<file path="src/rtl/addsub_pkg.sv">
// addsub_pkg: shared FSM state type, requester count and add/sub mode constants for addsub_arbiter
package addsub_pkg;
  typedef enum logic [1:0] {IDLE, EXEC, RESP} state_t;
  localparam int NREQ = 2;
  localparam logic MODE_ADD = 1'b0;
  localparam logic MODE_SUB = 1'b1;
endpackage

</file>
<file path="src/rtl/addsub_arbiter_if.sv">
// addsub_arbiter_if: two-requester valid/ready request channel plus tagged response channel; master = requesters/sink, slave = arbiter
interface addsub_arbiter_if #(parameter int WIDTH = 3);
  import addsub_pkg::*;
  logic [NREQ-1:0] req_valid, req_ready, req_sub;
  logic [NREQ*WIDTH-1:0] req_x, req_y;
  logic rsp_valid, rsp_ready, rsp_id, rsp_cout, rsp_ovf;
  logic [WIDTH-1:0] rsp_sum;
  modport master (
    output req_valid, req_x, req_y, req_sub, rsp_ready,
    input req_ready, rsp_valid, rsp_id, rsp_sum, rsp_cout, rsp_ovf
  );
  modport slave (
    input req_valid, req_x, req_y, req_sub, rsp_ready,
    output req_ready, rsp_valid, rsp_id, rsp_sum, rsp_cout, rsp_ovf
  );
endinterface

</file>
<file path="src/rtl/addsub_core.sv">
// addsub_core: combinational ripple add/subtract; in x, y, sub; out sum, cout, c_msb_in (carry into MSB), ovf (signed overflow)
module addsub_core
  import addsub_pkg::*;
#(
  parameter int WIDTH = 3
) (
  input  logic [WIDTH-1:0] x,
  input  logic [WIDTH-1:0] y,
  input  logic             sub,
  output logic [WIDTH-1:0] sum,
  output logic             cout,
  output logic             c_msb_in,
  output logic             ovf
);
  logic [WIDTH:0] c;
  logic [WIDTH-1:0] yb;
  assign yb = y ^ {WIDTH{sub}};
  always_comb begin
    c = '0;
    sum = '0;
    c[0] = sub;
    for (int i = 0; i < WIDTH; i++) begin
      sum[i] = x[i] ^ yb[i] ^ c[i];
      c[i+1] = (x[i] & yb[i]) | (c[i] & (x[i] ^ yb[i]));
    end
    cout = c[WIDTH];
    c_msb_in = c[WIDTH-1];
    ovf = (sub == MODE_SUB) ? (x[WIDTH-1] != y[WIDTH-1]) && (sum[WIDTH-1] != x[WIDTH-1]) : c_msb_in ^ cout;
  end
endmodule

</file>
<file path="src/rtl/addsub_arbiter.sv">
// addsub_arbiter: round-robin shares one add/sub datapath between two requesters; ports clk, rst, bus (slave modport), busy, op_count; define ADDSUB_ARB_STICKY_OVF_EN to add clr_sticky/ovf_sticky
module addsub_arbiter
  import addsub_pkg::*;
#(
  parameter int WIDTH = 3,
  parameter int CNT_W = 8
) (
  input  logic             clk,
  input  logic             rst,
  addsub_arbiter_if.slave  bus,
  output logic             busy,
  output logic [CNT_W-1:0] op_count
`ifdef ADDSUB_ARB_STICKY_OVF_EN
  ,
  input  logic             clr_sticky,
  output logic [NREQ-1:0]  ovf_sticky
`endif
);
  state_t state, next_state;
  logic last_grant, grant, accept, rsp_hs, id_q, sub_q;
  logic [WIDTH-1:0] x_q, y_q, sum;
  logic cout, c_msb_in, ovf;
  addsub_core #(.WIDTH(WIDTH)) u_core (
    .x(x_q),
    .y(y_q),
    .sub(sub_q),
    .sum(sum),
    .cout(cout),
    .c_msb_in(c_msb_in),
    .ovf(ovf)
  );
  assign grant = &bus.req_valid ? ~last_grant : bus.req_valid[1];
  assign accept = state == IDLE && bus.req_valid[grant];
  assign bus.req_ready = accept ? NREQ'(1) << grant : '0;
  assign rsp_hs = state == RESP && bus.rsp_ready;
  assign busy = state != IDLE;
  always_comb begin
    next_state = state;
    next_state = state == IDLE ? (accept ? EXEC : IDLE) :
                 state == EXEC ? RESP : (bus.rsp_ready ? IDLE : RESP);
  end
  always_ff @(posedge clk) begin
    if (rst) begin
      state <= IDLE;
      last_grant <= 1'b1;
      x_q <= '0;
      y_q <= '0;
      sub_q <= 1'b0;
      id_q <= 1'b0;
      bus.rsp_valid <= 1'b0;
      bus.rsp_id <= 1'b0;
      bus.rsp_sum <= '0;
      bus.rsp_cout <= 1'b0;
      bus.rsp_ovf <= 1'b0;
      op_count <= '0;
    end else begin
      state <= next_state;
      if (accept) begin
        x_q <= bus.req_x[int'(grant)*WIDTH +: WIDTH];
        y_q <= bus.req_y[int'(grant)*WIDTH +: WIDTH];
        sub_q <= bus.req_sub[grant];
        id_q <= grant;
        last_grant <= grant;
      end
      if (state == EXEC) begin
        bus.rsp_valid <= 1'b1;
        bus.rsp_id <= id_q;
        bus.rsp_sum <= sum;
        bus.rsp_cout <= cout;
        bus.rsp_ovf <= (sub_q == MODE_SUB) ? ovf : c_msb_in ^ cout;
      end
      if (rsp_hs) begin
        bus.rsp_valid <= 1'b0;
        op_count <= op_count + 1'b1;
      end
    end
  end
`ifdef ADDSUB_ARB_STICKY_OVF_EN
  always_ff @(posedge clk)
    ovf_sticky <= rst ? '0 : (clr_sticky ? '0 : ovf_sticky) | (rsp_hs && bus.rsp_ovf ? NREQ'(1) << bus.rsp_id : '0);
`endif
endmodule

</file>
<file path="src/flat_wrapper.sv">
// flat-port wrapper written by rule: the top's interface ports become plain ports
module addsub_arbiter_flat import addsub_pkg::*;
#(
  parameter int WIDTH = 3,
  parameter int CNT_W = 8
)
  (clk, rst, busy, op_count, bus_req_valid, bus_req_x, bus_req_y, bus_req_sub, bus_rsp_ready, bus_req_ready, bus_rsp_valid, bus_rsp_id, bus_rsp_sum, bus_rsp_cout, bus_rsp_ovf);
  addsub_arbiter_if #(.WIDTH(WIDTH)) bus_i ();
  input  logic clk;
  input  logic rst;
  output logic busy;
  output logic [CNT_W-1:0] op_count;
  input wire logic [$bits(bus_i.req_valid)-1:0] bus_req_valid;
  input wire logic [$bits(bus_i.req_x)-1:0] bus_req_x;
  input wire logic [$bits(bus_i.req_y)-1:0] bus_req_y;
  input wire logic [$bits(bus_i.req_sub)-1:0] bus_req_sub;
  input wire logic [$bits(bus_i.rsp_ready)-1:0] bus_rsp_ready;
  output wire logic [$bits(bus_i.req_ready)-1:0] bus_req_ready;
  output wire logic [$bits(bus_i.rsp_valid)-1:0] bus_rsp_valid;
  output wire logic [$bits(bus_i.rsp_id)-1:0] bus_rsp_id;
  output wire logic [$bits(bus_i.rsp_sum)-1:0] bus_rsp_sum;
  output wire logic [$bits(bus_i.rsp_cout)-1:0] bus_rsp_cout;
  output wire logic [$bits(bus_i.rsp_ovf)-1:0] bus_rsp_ovf;
  assign bus_i.req_valid = bus_req_valid;
  assign bus_i.req_x = bus_req_x;
  assign bus_i.req_y = bus_req_y;
  assign bus_i.req_sub = bus_req_sub;
  assign bus_i.rsp_ready = bus_rsp_ready;
  assign bus_req_ready = bus_i.req_ready;
  assign bus_rsp_valid = bus_i.rsp_valid;
  assign bus_rsp_id = bus_i.rsp_id;
  assign bus_rsp_sum = bus_i.rsp_sum;
  assign bus_rsp_cout = bus_i.rsp_cout;
  assign bus_rsp_ovf = bus_i.rsp_ovf;
  addsub_arbiter #(.WIDTH(WIDTH), .CNT_W(CNT_W)) u_core (.clk(clk), .rst(rst), .bus(bus_i), .busy(busy), .op_count(op_count));
endmodule
</file>
<file path="config.mk">
export PLATFORM = sky130hd
export DESIGN_NAME = addsub_arbiter_flat
export DESIGN_NICKNAME = d
export VERILOG_FILES = /design/src/rtl/addsub_pkg.sv /design/src/rtl/addsub_arbiter_if.sv /design/src/rtl/addsub_core.sv /design/src/rtl/addsub_arbiter.sv /design/src/flat_wrapper.sv
export SDC_FILE = /design/constraint.sdc
export NUM_CORES = 1
export LEC_CHECK = 0
export BUFFER_PORTS_ARGS = -buffer_cell sky130_fd_sc_hd__buf_4
export CAP_MARGIN = 20
export CELL_PAD_IN_SITES_DETAIL_PLACEMENT = 1
export CELL_PAD_IN_SITES_GLOBAL_PLACEMENT = 1
export CORE_ASPECT_RATIO = 2
export CORE_MARGIN = 10
export CORE_UTILIZATION = 39
export CTS_CLUSTER_SIZE = 40
export DETAILED_ROUTE_END_ITERATION = 6
export HOLD_SLACK_MARGIN = 0.02
export PLACE_DENSITY_LB_ADDON = 0.1
export SLEW_MARGIN = 25
export SYNTH_ARGS = -nofsm -noshare
export SYNTH_HDL_FRONTEND = slang
export SYNTH_HIERARCHICAL = 1
export SYNTH_SLANG_ARGS = --single-unit
</file>
<file path="constraint.sdc">
create_clock -name clk -period 3.7 [get_ports clk]
set_input_delay 0.555 -clock clk [delete_from_list [all_inputs] [get_ports clk]]
set_output_delay 0.555 -clock clk [all_outputs]
set_load 0.01 [all_outputs]
</file>
Word level (Yosys, flattened, before mapping)
Index checks and enable logic that the tools add are counted.
Storage, ports and cells
  register bits after elaboration: 26
  logic and storage cells: 58
  input port bits: 19
  output and inout bits: 18
Operators by class
  $mul: 1
  magnitude comparators: 1
  equality and inequality tests: 4
  bitwise logic cells: 18
  add/subtract/negate cells: 1
  reduce and logical (&&, ||, !) cells: 7
  shift-type cells: 3
  muxes and demuxes: 11
Operator list (count)
  indexed part select 6 x 32 -> 3 bit: 2
  adder 8 x 1 -> 8 bit (second input constant): 1
  2-to-1 mux 2 bit: 4
  2-to-1 mux 1 bit: 7
  bitwise XOR 1 bit: 7
  bitwise AND 1 bit: 6
  logical AND 1 bit: 3
  multiplier 1 x 2 -> 3 bit (second input constant): 1
  bitwise OR 1 bit: 3
  bitwise XOR 3 bit: 1
  == test 2 x 1 -> 1 bit (second input constant): 1
  == test 2 bit (second input constant): 1
  logical NOT 2 bit: 1
  less-than comparator 1 x 2 -> 1 bit (second input constant): 1
  inequality test 1 bit: 2
  AND reduction 2 bit: 1
  nonzero test 2 bit: 1
  OR reduction 2 bit: 1
  << shifter 1 x 1 -> 2 bit (first input constant): 1
  inverter 1 bit: 1

Longest topological paths before layout
Gate-level depths: netlist (run 1).
  depth after elaboration: 10
  gate-level depth with buffers: 8
  mapped depth without buffers: 8

Hierarchy
Netlist (run 1), hierarchy kept.
By module, submodules not included
  addsub_arbiter: times used 1, area an instance 1119.8 um2, sequential area each 520.5 um2, cells each 130
  addsub_core: times used 1, area an instance 135.1 um2, sequential area each 0.0 um2, cells each 16

Worst setup path before layout (run 1)
Ideal clock, no wire load.
  path type: register to register
  start point: register u_core.sub_q
  end point: register u_core.bus.rsp_ovf
  arrival time: 2107 ps
  cell stages (with the launch flop): 9
  clock period less this slack: 2239 ps
  setup time: 132 ps
  buffers on the path: 0
  path slack: 1461 ps
  required time: 3568 ps
  cells stage by stage: dfxtp_1 > xnor2_1 > fa_1 > fa_1 > nand4bb_1 > o211ai_1 > nand2b_1 > o211ai_1 > a21oi_1
Between the ends
  longest elaborated chain between the ends: 10
  elaborated cells on any way between the ends: 18
  classes of those cells: eq/ne (1); mux (1); bitwise (15); reduce/logical (1)
Ends and longest elaborated chain
  from (decl): line addsub_arbiter.sv:20  | logic last_grant, grant, accept, rsp_hs, id_q, sub_q;
  from (signal assigned): line addsub_arbiter.sv:61  | sub_q <= bus.req_sub[grant];
  bitwise XOR 3 bit: line addsub_core.sv:17  | assign yb = y ^ {WIDTH{sub}};
  bitwise XOR 1 bit: line addsub_core.sv:24  | c[i+1] = (x[i] & yb[i]) | (c[i] & (x[i] ^ yb[i]));
  bitwise AND 1 bit: line addsub_core.sv:24
  bitwise OR 1 bit: line addsub_core.sv:24
  bitwise AND 1 bit: line addsub_core.sv:24
  bitwise OR 1 bit: line addsub_core.sv:24
  bitwise XOR 1 bit *: line addsub_core.sv:23  | sum[i] = x[i] ^ yb[i] ^ c[i];
  inequality test 1 bit *: line addsub_core.sv:28  | ovf = (sub == MODE_SUB) ? (x[WIDTH-1] != y[WIDTH-1]) && (sum[WIDTH-1] != x[WIDTH-1]) : c_msb_in ^ cout;
  logical AND 1 bit *: line addsub_core.sv:28
  via u_core.ovf: line addsub_arbiter.sv:22  | logic cout, c_msb_in, ovf;
  2-to-1 mux 1 bit *: line addsub_arbiter.sv:70  | bus.rsp_ovf <= (sub_q == MODE_SUB) ? ovf : c_msb_in ^ cout;
  to (signal assigned): line addsub_arbiter.sv:70
  to (decl): line addsub_arbiter_if.sv:14  | output req_ready, rsp_valid, rsp_id, rsp_sum, rsp_cout, rsp_ovf
Mark *: on every way through the listed nets, which the timed path passes. The rest lies on a longest branch.
A chain may end at the register's enable or synchronous reset.

Worst setup path in the final report (run 1)
Ends and elaborated chain as after synthesis.

==> results of run 1 <==
## metal layers
metal	vias up	GRT usage (%)	routed length (um)
met5	-	0	0
met4	0	3.646	33
met3	2	3.287	201
li1	589	-	-
met2	28	23.65	2074
met1	581	10.52	1186
## kinds of logic (layout without fill, tap and decap cells)
kind of cell / after synthesis / in the layout / synth area share (%)
compound gates: 38 / 38 / 17.15
xor+xnor: 7 / 7 / 4.885
fa+ha+maj: 3 / 3 / 4.187
buf+inv: 15 / 48 / 5.184
flops: 26 / 26 / 41.48
mux: 2 / 2 / 1.595
simple gates: 55 / 55 / 25.52
## worst register-to-register path: stages (launching register included)
cell	delay, ps
dfxtp_1	500
xnor2_1	140
fa_1	490
fa_1	550
nand4bb_1	200
o211ai_1	100
nand2b_1	120
o211ai_1	90
a21oi_1	180
## sequential cells by signal, indices dropped and copies added (netlist names)
register	cells
u_core/bus.rsp_valid	1
u_core/sub_q	1
u_core/bus.rsp_sum	3
u_core/bus.rsp_ovf	1
u_core/x_q	3
u_core/last_grant	1
u_core/y_q	3
u_core/bus.rsp_id	1
u_core/bus.rsp_cout	1
u_core/state	2
u_core/id_q	1
u_core/op_count	8
## power by group
part	leakage (nW)	switching (mW)	total [mW]	internal, mW
clock network	0.0288	0.0844	0.179	0.0949
logic	0.436	0.0739	0.138	0.0642
registers	0.212	0.0192	0.318	0.299
## cells in the mapped netlist (2+ instances only)
cell type,count
a21oi_1,12
a31oi_1,7
clkbuf_1,5
dfxtp_1,26
fa_1,2
inv_1,8
mux2i_1,2
nand2_1,15
nand2b_1,3
nand3_1,8
nand4_1,9
nand4b_1,2
nor2_1,7
o211ai_1,2
o21ai_0,13
o31ai_1,2
or3_2,3
or4_1,2
xnor2_1,3
xor2_1,4
## worst max path at each step
stage,depth (start not counted),startpoint,endpoint
after global routing,8,u_core/sub_q,u_core/bus.rsp_ovf
after floorplan,8,u_core/sub_q,u_core/bus.rsp_ovf
after global placement,8,u_core/sub_q,u_core/bus.rsp_ovf
after detailed placement,8,u_core/sub_q,u_core/bus.rsp_ovf
after CTS,8,u_core/sub_q,u_core/bus.rsp_ovf
final,8,u_core/sub_q,u_core/bus.rsp_ovf
## area by class of cell
class                   instances  area, um^2  area share, %
multi-input cells             105       669.4          42.26
flip-flops and latches         26       520.5          32.86
repair buffers                 36       270.3          17.06
clock buffers                   4       55.05          3.476
well taps                      31       38.79          2.449
inverters                       8       30.03          1.896
## through the flow
step                      cell area [um^2]  power (mW)
after global routing                  1584      0.6756
after detailed placement              1529      0.4655
final                                 1584      0.6354
after global placement                1529      0.4548
after CTS                             1584      0.6455
after floorplan                       1255      0.4105
## cells in the final DEF (no fill, tap or decap), drive strengths merged, types with 2 or more instances in the layout
| master | Yosys | layout |
|---|---|---|
| mux2i | 2 | 2 |
| nor2 | 7 | 7 |
| nand2b | 3 | 3 |
| fa | 2 | 2 |
| a31oi | 7 | 7 |
| inv | 8 | 8 |
| xor2 | 4 | 4 |
| buf | 2 | 36 |
| nand4b | 3 | 3 |
| o211ai | 2 | 2 |
| or4 | 2 | 2 |
| nand3 | 8 | 8 |
| a21oi | 12 | 12 |
| nand4 | 9 | 9 |
| o31ai | 2 | 2 |
| nand2 | 15 | 15 |
| o21ai | 13 | 13 |
| dfxtp | 26 | 26 |
| clkbuf | 5 | 4 |
| or3 | 3 | 3 |
| xnor2 | 3 | 3 |
==> qor.csv, run 1 <==
metric,value,unit
area of the die,6024,um^2
"Avg Cell Area, Syn",8.596,um^2
Peak Freq,411.7,MHz
layout overhead on the synthesized area,26.22,%
share of Yosys cell area claimed by the top area cell type,41.48,%
Core Footprint,3120,um^2
number of antenna repair diodes,0,
number of failing setup endpoints in the final timing report,0,
fraction of layout cells with a size suffix above 1,25.14,%
Tightest Pin Transition,694.9,ps
count of buffer and inverter cells on the critical path,0,
flip-flop cell with the highest count after synthesis,dfxtp_1,
number of buffers inserted for hold repair after clock tree synthesis,0,
Final ANT Viol Nets,0,
worst hold slack across all endpoints,464.4,ps
final-report max-slew violation count,0,
Via Count,1200,
via count of the first global-routing pass,1304,
first-pass GRT wire length,5.865,mm
result of the run,completed,
GRT Util Overall,11.92,%
flop and latch count out of synthesis,26,
crit path cell chain,"xnor2_1, fa_1, fa_1, nand4bb_1, o211ai_1, nand2b_1, o211ai_1, a21oi_1",
power per cell area,401.2,nW/um^2
nature of the critical path endpoint,flip-flop,
die height,100.2,um
number of placement rows,29,
number of iterations in the first detailed-routing pass,4,
DRC violations left,0,
Final Util,50.76,%
I/O pins,37,
startpoint of the lowest-slack hold path,u_core/id_q,
Initial Util,40.22,%
number of cells in the finished layout apart from fillers,210,
Worst-path clk slew,90,ps
"slowest stage cell, crit path",fa_1,
Die X,60.11,um
Post-Place Cells,206,
cell types with the largest area share after synthesis,"dfxtp_1 41%, o21ai_0 5.2%, a21oi_1 4.8%",
number of buffers added by the clock tree synthesis step,3,
sum of negative setup slack,0,ps
CTS tree,built,
Synth area leader,dfxtp_1,
Final Worst Setup Slack,1271,ps
headroom to the max-slew limit,53.50,%
slowest cell delay on critical path,550,ps
largest delay contributor family on the critical path,adder cells,
detailed-route wire length,3.495,mm
Register-to-Register Setup Slack,1270,ps
post-synthesis sequential area ratio,41.48,%
number of buffers inserted by post-CTS setup repair,0,
CTS root buffer,clkbuf_8,
number of max-cap violations,0,
Synth Cell Area,1255,um^2
required time reported for the critical path endpoint,3890,ps
final setup skew,5.914,ps
final worst path period share,65.65,%
number of enable-type register cells in the synthesized netlist,0,
maximum fanout count along the critical path,9,
Iteration-0 DRC Markers,11,
Reg2Reg Capture Point,u_core/bus.rsp_ovf,
worst-case reg-to-reg path depth,8,
"Gates resized, CTS repair",0,
end point of the worst hold path,u_core/bus.rsp_id,
routability cong.,0.7179,
number of hold violations in the final report,0,
syn nets,168,
number of distinct library cells after synthesis,31,
number of nets in the final layout,202,
worst-case clock buffer depth,2,
leakage power figure,0.6767,nW
"Data arrival, critical path",2620,ps
startpoint of the lowest-slack register-to-register path,u_core/sub_q,
drt wl/cell,16.64,um
shortest clock period the worst path allows after layout,2429,ps
number of antenna violations at the first check in global routing,0,
number of fill cells,397,
grt total ovfl,0,
fraction of registers with async set or reset after synthesis,0,%
RSZ-0062 raised after global routing,no,
WHS Path Cells,2,
via/cell ratio,5.714,
Yosys Warn Count,6,
Place WS,1251,ps
clock insertion delay at the later pin of the skew report,260,ps
critical path class,flip-flop to flip-flop,
classification of the worst-slack hold path,flip-flop to flip-flop,
H-tree level count,1,
half-perimeter wire length after placement,2.895,mm
type of element launching the critical path,flip-flop,
pin count of the biggest net entering global routing,27,
maximum vdd ir drop,0.0002245,V
Sink Count,26,
number of instances in the synthesized netlist,146,
number of buffers added on ports,36,
(Power assumes the default switching activity.)
==> run 2: changes to the inputs <==
- ABC_AREA: default -> 1
- CORE_UTILIZATION: 39 -> 35
- clock period: 3.7 -> 2.5 ns (I/O delays scaled with it)
==> run 2 against run 1 <==
Net effect: critical path depth rose by 4; clock power is 28% higher; final cell count is 34% higher; core utilization fell by 4.6 points; worst hold slack got worse by 100 ps; largest cell class unchanged; synthesized cell count rose by 34%; sequential power up 49%.
==> qor.csv, run 2 <==
metric,value,unit
"slowest stage cell, crit path",fa_1,
"Data arrival, critical path",2450,ps
instance area after placement,1624,um^2
Synth Cell Area,1309,um^2
cell types with the largest area share after synthesis,"dfxtp_1 40%, nand2_1 16%, nand3_1 8.0%",
post-synthesis sequential area ratio,39.77,%
grt total ovfl,0,
Yosys Warn Count,6,
"final std cell area, no fill",1667,um^2
number of max-cap violations,0,
number of failing setup endpoints in the final timing report,0,
power per cell area,566.4,nW/um^2
leakage power figure,0.8106,nW
via count of the first global-routing pass,1534,
fraction of layout cells with a size suffix above 1,20.26,%
area of the die,6734,um^2
final worst path period share,91.79,%
final setup skew,1.507,ps
Core Footprint,3607,um^2
H-tree level count,1,
Via Count,1363,
Synth area leader,dfxtp_1,
RSZ-0062 raised after global routing,no,
number of instances in the synthesized netlist,196,
number of antenna violations at the first check in global routing,0,
syn nets,218,
share of Yosys cell area claimed by the top area cell type,39.77,%
headroom to the max-slew limit,74.70,%
maximum vdd ir drop,0.0002654,V
number of placement rows,31,
CTS root buffer,clkbuf_8,
largest register by flop count,u_core/op_count,
number of hold violations in the final report,0,
critical path class,flip-flop to flip-flop,
number of nets in the final layout,256,
CTS tree,built,
I/O pins,37,
Final ANT Viol Nets,0,
drt wl/cell,13.93,um
worst-case clock buffer depth,2,
flip-flop count of the largest register after layout,8,
pin count of the biggest net entering global routing,16,
die height,106.5,um
half-perimeter wire length after placement,3.364,mm
shortest clock period the worst path allows after layout,2295,ps
number of buffers added on ports,36,
required time reported for the critical path endpoint,2660,ps
maximum fanout count along the critical path,7,
nature of the critical path endpoint,flip-flop,
detailed-route wire length,3.914,mm
number of buffers added by the clock tree synthesis step,3,
sum of negative setup slack,0,ps
result of the run,completed,
fraction of registers with async set or reset after synthesis,0,%
via/cell ratio,4.851,
crit path cell chain,"inv_1, nor2_1, a21oi_1, fa_1, fa_1, inv_1, nand3_1, nand2_1, nand2_1, nand2_1, a21oi_1, a21oi_1",
clock insertion delay at the later pin of the skew report,260,ps
GRT Util Overall,11.89,%
cell with the most instances after synthesis,nand2_1,
Initial Util,36.28,%
flop and latch count out of synthesis,26,
number of distinct library cells after synthesis,20,
Iteration-0 DRC Markers,36,
classification of the worst-slack hold path,input port to flip-flop,
number of buffers inserted for hold repair after clock tree synthesis,0,
slowest cell delay on critical path,580,ps
first-pass GRT wire length,6.637,mm
number of enable-type register cells in the synthesized netlist,0,
number of antenna repair diodes,0,
"Avg Cell Area, Syn",6.677,um^2
"commonest non-fill, non-tap cell in the layout",nand2_1,
Peak Freq,435.8,MHz
Worst-path clk slew,80,ps
most frequent cells in the layout,"55 x nand2_1, 37 x buf_4, 28 x nor2_1",
number of fill cells,513,
DRC violations left,0,
Die X,63.24,um
layout overhead on the synthesized area,27.34,%
routability cong.,0.7320,
final-report max-slew violation count,0,
number of iterations in the first detailed-routing pass,3,
flip-flop cell with the highest count after synthesis,dfxtp_1,
type of element launching the critical path,flip-flop,
Sink Count,26,
Tightest Pin Transition,379.1,ps
synth cell count leaders,"55 x nand2_1, 28 x nor2_1, 26 x dfxtp_1, 25 x inv_1, 21 x nand3_1",
-- run 2: cell count changes in the layout (fill, tap and decap cells not counted), moves of 3 or more --
cell	change
nand2b_1	-3
xor2_1	-3
nor2_1	+21
or3_2	-3
nand2_1	+40
o21ai_0	-3
nand4_1	-9
a31oi_1	-7
inv_1	+17
nand3_1	+13
-- run 2: path summary, 6_finish.rpt --
| check | start | end | slack [ps] | cells after the start |
|---|---|---|---|---|
| min | rst | u_core/sub_q | 360 | 2 |
| max reg2reg | u_core/sub_q | u_core/bus.rsp_ovf | 210 | 12 |
| max | u_core/sub_q | u_core/bus.rsp_ovf | 210 | 12 |
| min reg2reg | u_core/x_q[1] | u_core/x_q[1] | 470 | 2 |
-- run 2: report_power, final --
| part | switching, mW | internal (mW) | leakage, nW |
|---|---|---|---|
| sequential | 0.0280 | 0.447 | 0.213 |
| clock | 0.123 | 0.108 | 0.0216 |
| combinational | 0.138 | 0.101 | 0.576 |
-- run 2: repair_timing --
item	in CTS	in global routing
resized for setup	0	1
setup buffers	0	0
endpoints found under the setup margin	0	1
-- run 2: through the flow --
stage / total power [mW] / worst slack [ps] / cells / utilization [%] / hold slack [ps]
after global placement: 0.7059 / 267.7 / 278 / 45.02 / 447.6
after floorplan: 0.6239 / 361.7 / 196 / - / 428.7
final: 0.9439 / 205.4 / 281 / 46.20 / 361.6
after detailed placement: 0.7237 / 122.9 / 278 / 45.02 / 465.2
after global routing: 1.005 / 57.21 / 281 / 46.20 / 376.6
after CTS: 0.9605 / 104.8 / 281 / 46.17 / 365.7
-- run 2: metal layers --
metal	vias to the layer above	GRT usage, %	part of all wire, %
met3	8	3.049	5.4
met1	642	9.358	32
met4	0	5.346	2.1
li1	680	-	-
met2	33	25.18	60
met5	-	0	0
-- run 2: cell type report --
cell class	count	area [um^2]	area share [%]
clock buffers	3	41.29	2.477
inverters	26	97.59	5.856
multi-input cells	140	666.9	40.02
flip-flops and latches	26	521.8	31.31
well taps	49	61.31	3.679
repair buffers	37	277.8	16.67
-- run 2: logic make-up (layout without fill, tap and decap cells) --
family / count (synthesis) / after routing / share of synthesized area, %
DFF: 26 / 26 / 39.77
adders and majority gates: 3 / 3 / 4.015
and+or+nand+nor: 108 / 108 / 34.51
buffers and inverters: 30 / 66 / 9.273
AOI/OAI and AO/OA: 26 / 26 / 10.42
xor gates and xnor gates: 3 / 3 / 2.008
-- run 2: critical path: cells and delay by family (launching register included) --
kind	cells	cell delay, ps
and+or+nand+nor	5	330
DFF	1	420
adders and majority gates	2	1020
AOI/OAI and AO/OA	3	290
buffers and inverters	2	150
==> run 3: changes to the inputs <==
- CORE_UTILIZATION: 35 -> 37
- CTS_BUF_LIST: default -> sky130_fd_sc_hd__clkbuf_4 sky130_fd_sc_hd__clkbuf_8
- CTS_CLUSTER_DIAMETER: default -> 40
==> run 3 against run 2 <==
Net effect: final cell count down 0.36%; sequential power about the same; largest cell class unchanged; die area down 4.1%; critical path type unchanged; cell area up 1.3%; highest routed layer unchanged; critical path depth unchanged; worst hold slack worse by 4.5 ps.
==> qor.csv, run 3 (synthesis gave the netlist of run 2 again) <==
metric,value,unit
result of the run,completed,
Final Util,49.41,%
final-report max-slew violation count,0,
first-pass GRT wire length,6.610,mm
maximum vdd ir drop,0.0004353,V
crit path cell chain,"inv_1, nor2_1, a21oi_1, fa_1, fa_1, inv_1, nand3_1, nand2_1, nand2_1, nand2_1, a21oi_1, a21oi_1",
shortest clock period the worst path allows after layout,2290,ps
number of buffers inserted by post-CTS setup repair,0,
"Gates resized, CTS repair",0,
Tightest Pin Transition,503.5,ps
required time reported for the critical path endpoint,2660,ps
headroom to the max-slew limit,66.43,%
number of buffers added on ports,36,
layout overhead on the synthesized area,28.97,%
RSZ-0062 raised after global routing,no,
Worst-path clk slew,90,ps
Post-Place Cells,276,
final worst path period share,91.59,%
grt total ovfl,0,
worst-case reg-to-reg path depth,12,
number of nets in the final layout,255,
DRC violations left,0,
leakage power figure,0.8199,nW
fraction of layout cells with a size suffix above 1,20.26,%
Reg2Reg Capture Point,u_core/bus.rsp_ovf,
area used by multi-input combinational logic,666.9,um^2
number of antenna repair diodes,0,
most frequent cells in the layout,"55 x nand2_1, 36 x buf_4, 28 x nor2_1",
routability cong.,0.7831,
pin count of the biggest net entering global routing,16,
number of iterations in the first detailed-routing pass,3,
CTS tree,built,
number of buffers added by the clock tree synthesis step,3,
count of buffer and inverter cells on the critical path,2,
number of hold violations in the final report,0,
area of the die,6461,um^2
number of buffers inserted for hold repair after clock tree synthesis,0,
final setup skew,11.20,ps
Die X,62.06,um
"slowest stage cell, crit path",fa_1,
"Data arrival, critical path",2450,ps
sum of negative setup slack,0,ps
H-tree level count,1,
startpoint of the lowest-slack register-to-register path,u_core/sub_q,
endpoint of the worst setup timing path,u_core/bus.rsp_ovf,
Sink Count,26,
via/cell ratio,4.875,
number of placement rows,30,
number of antenna violations at the first check in global routing,0,
CTS root buffer,clkbuf_8,
"commonest non-fill, non-tap cell in the layout",nand2_1,
classification of the worst-slack hold path,input port to flip-flop,
flip-flop count of the largest register after layout,8,
PnR Total Power,1.052,mW
die height,104.1,um
FF+latch area,521.8,um^2
critical path class,flip-flop to flip-flop,
startpoint of the worst setup timing path,u_core/sub_q,
Final ANT Viol Nets,0,
largest register by flop count,u_core/op_count,
I/O pins,37,
Register-to-Register Setup Slack,210,ps
Core Footprint,3416,um^2
largest delay contributor family on the critical path,adder cells,
Peak Freq,436.7,MHz
nature of the critical path endpoint,flip-flop,
via count of the first global-routing pass,1531,
Via Count,1365,
number of cells in the finished layout apart from fillers,280,
slowest cell delay on critical path,590,ps
GRT Util Overall,12.81,%
clock insertion delay at the later pin of the skew report,280,ps
detailed-route wire length,3.737,mm
drt wl/cell,13.35,um
Initial Util,38.32,%
power per cell area,623.1,nW/um^2
maximum fanout count along the critical path,7,
type of element launching the critical path,flip-flop,
number of failing setup endpoints in the final timing report,0,
number of max-cap violations,0,
"logic depth of the worst path, buffers included",12,
worst-case clock buffer depth,2,
half-perimeter wire length after placement,3.228,mm
worst hold slack across all endpoints,357.1,ps
Iteration-0 DRC Markers,21,
number of fill cells,454,
-- run 3: final cells by class --
type / instances / share of cell area [%]
repair buffers: 36 / 16.01
flip-flops and latches: 26 / 30.91
well taps: 48 / 3.558
multi-input cells: 140 / 39.51
clock inverters: 1 / 1.779
clock buffers: 3 / 2.446
inverters: 26 / 5.782
-- run 3: where the power goes --
part / leakage (nW) / internal, mW / total, mW / switching (mW)
clock: 0.0357 / 0.214 / 0.347 / 0.133
sequential: 0.213 / 0.447 / 0.475 / 0.0280
combinational: 0.571 / 0.0969 / 0.230 / 0.133
-- run 3: through the flow --
step,instance area (um^2),setup slack (ps)
after detailed placement,1615,124.9
after global placement,1615,289.0
final,1688,210.2
after floorplan,1309,361.7
after CTS,1687,96.63
after global routing,1688,19.23
-- run 3: worst min-delay path by stage --
stage,startpoint,endpoint,slack [ps],cells past startpoint
floorplan,u_core/last_grant,u_core/last_grant,430,2
global placement,u_core/last_grant,u_core/last_grant,450,2
detailed placement,u_core/id_q,u_core/id_q,470,2
CTS,rst,u_core/x_q[0],360,2
global route,rst,u_core/x_q[1],360,2
finish,rst,u_core/x_q[0],360,2
-- run 3: routing by layer --
metal | routed length [um] | GRT usage, % | vias to the layer above
met3 | 203 | 2.812 | 5
met2 | 2300 | 25.81 | 26
met5 | 0 | 0 | -
li1 | - | - | 681
met1 | 1183 | 10.59 | 653
met4 | 50 | 4.662 | 0
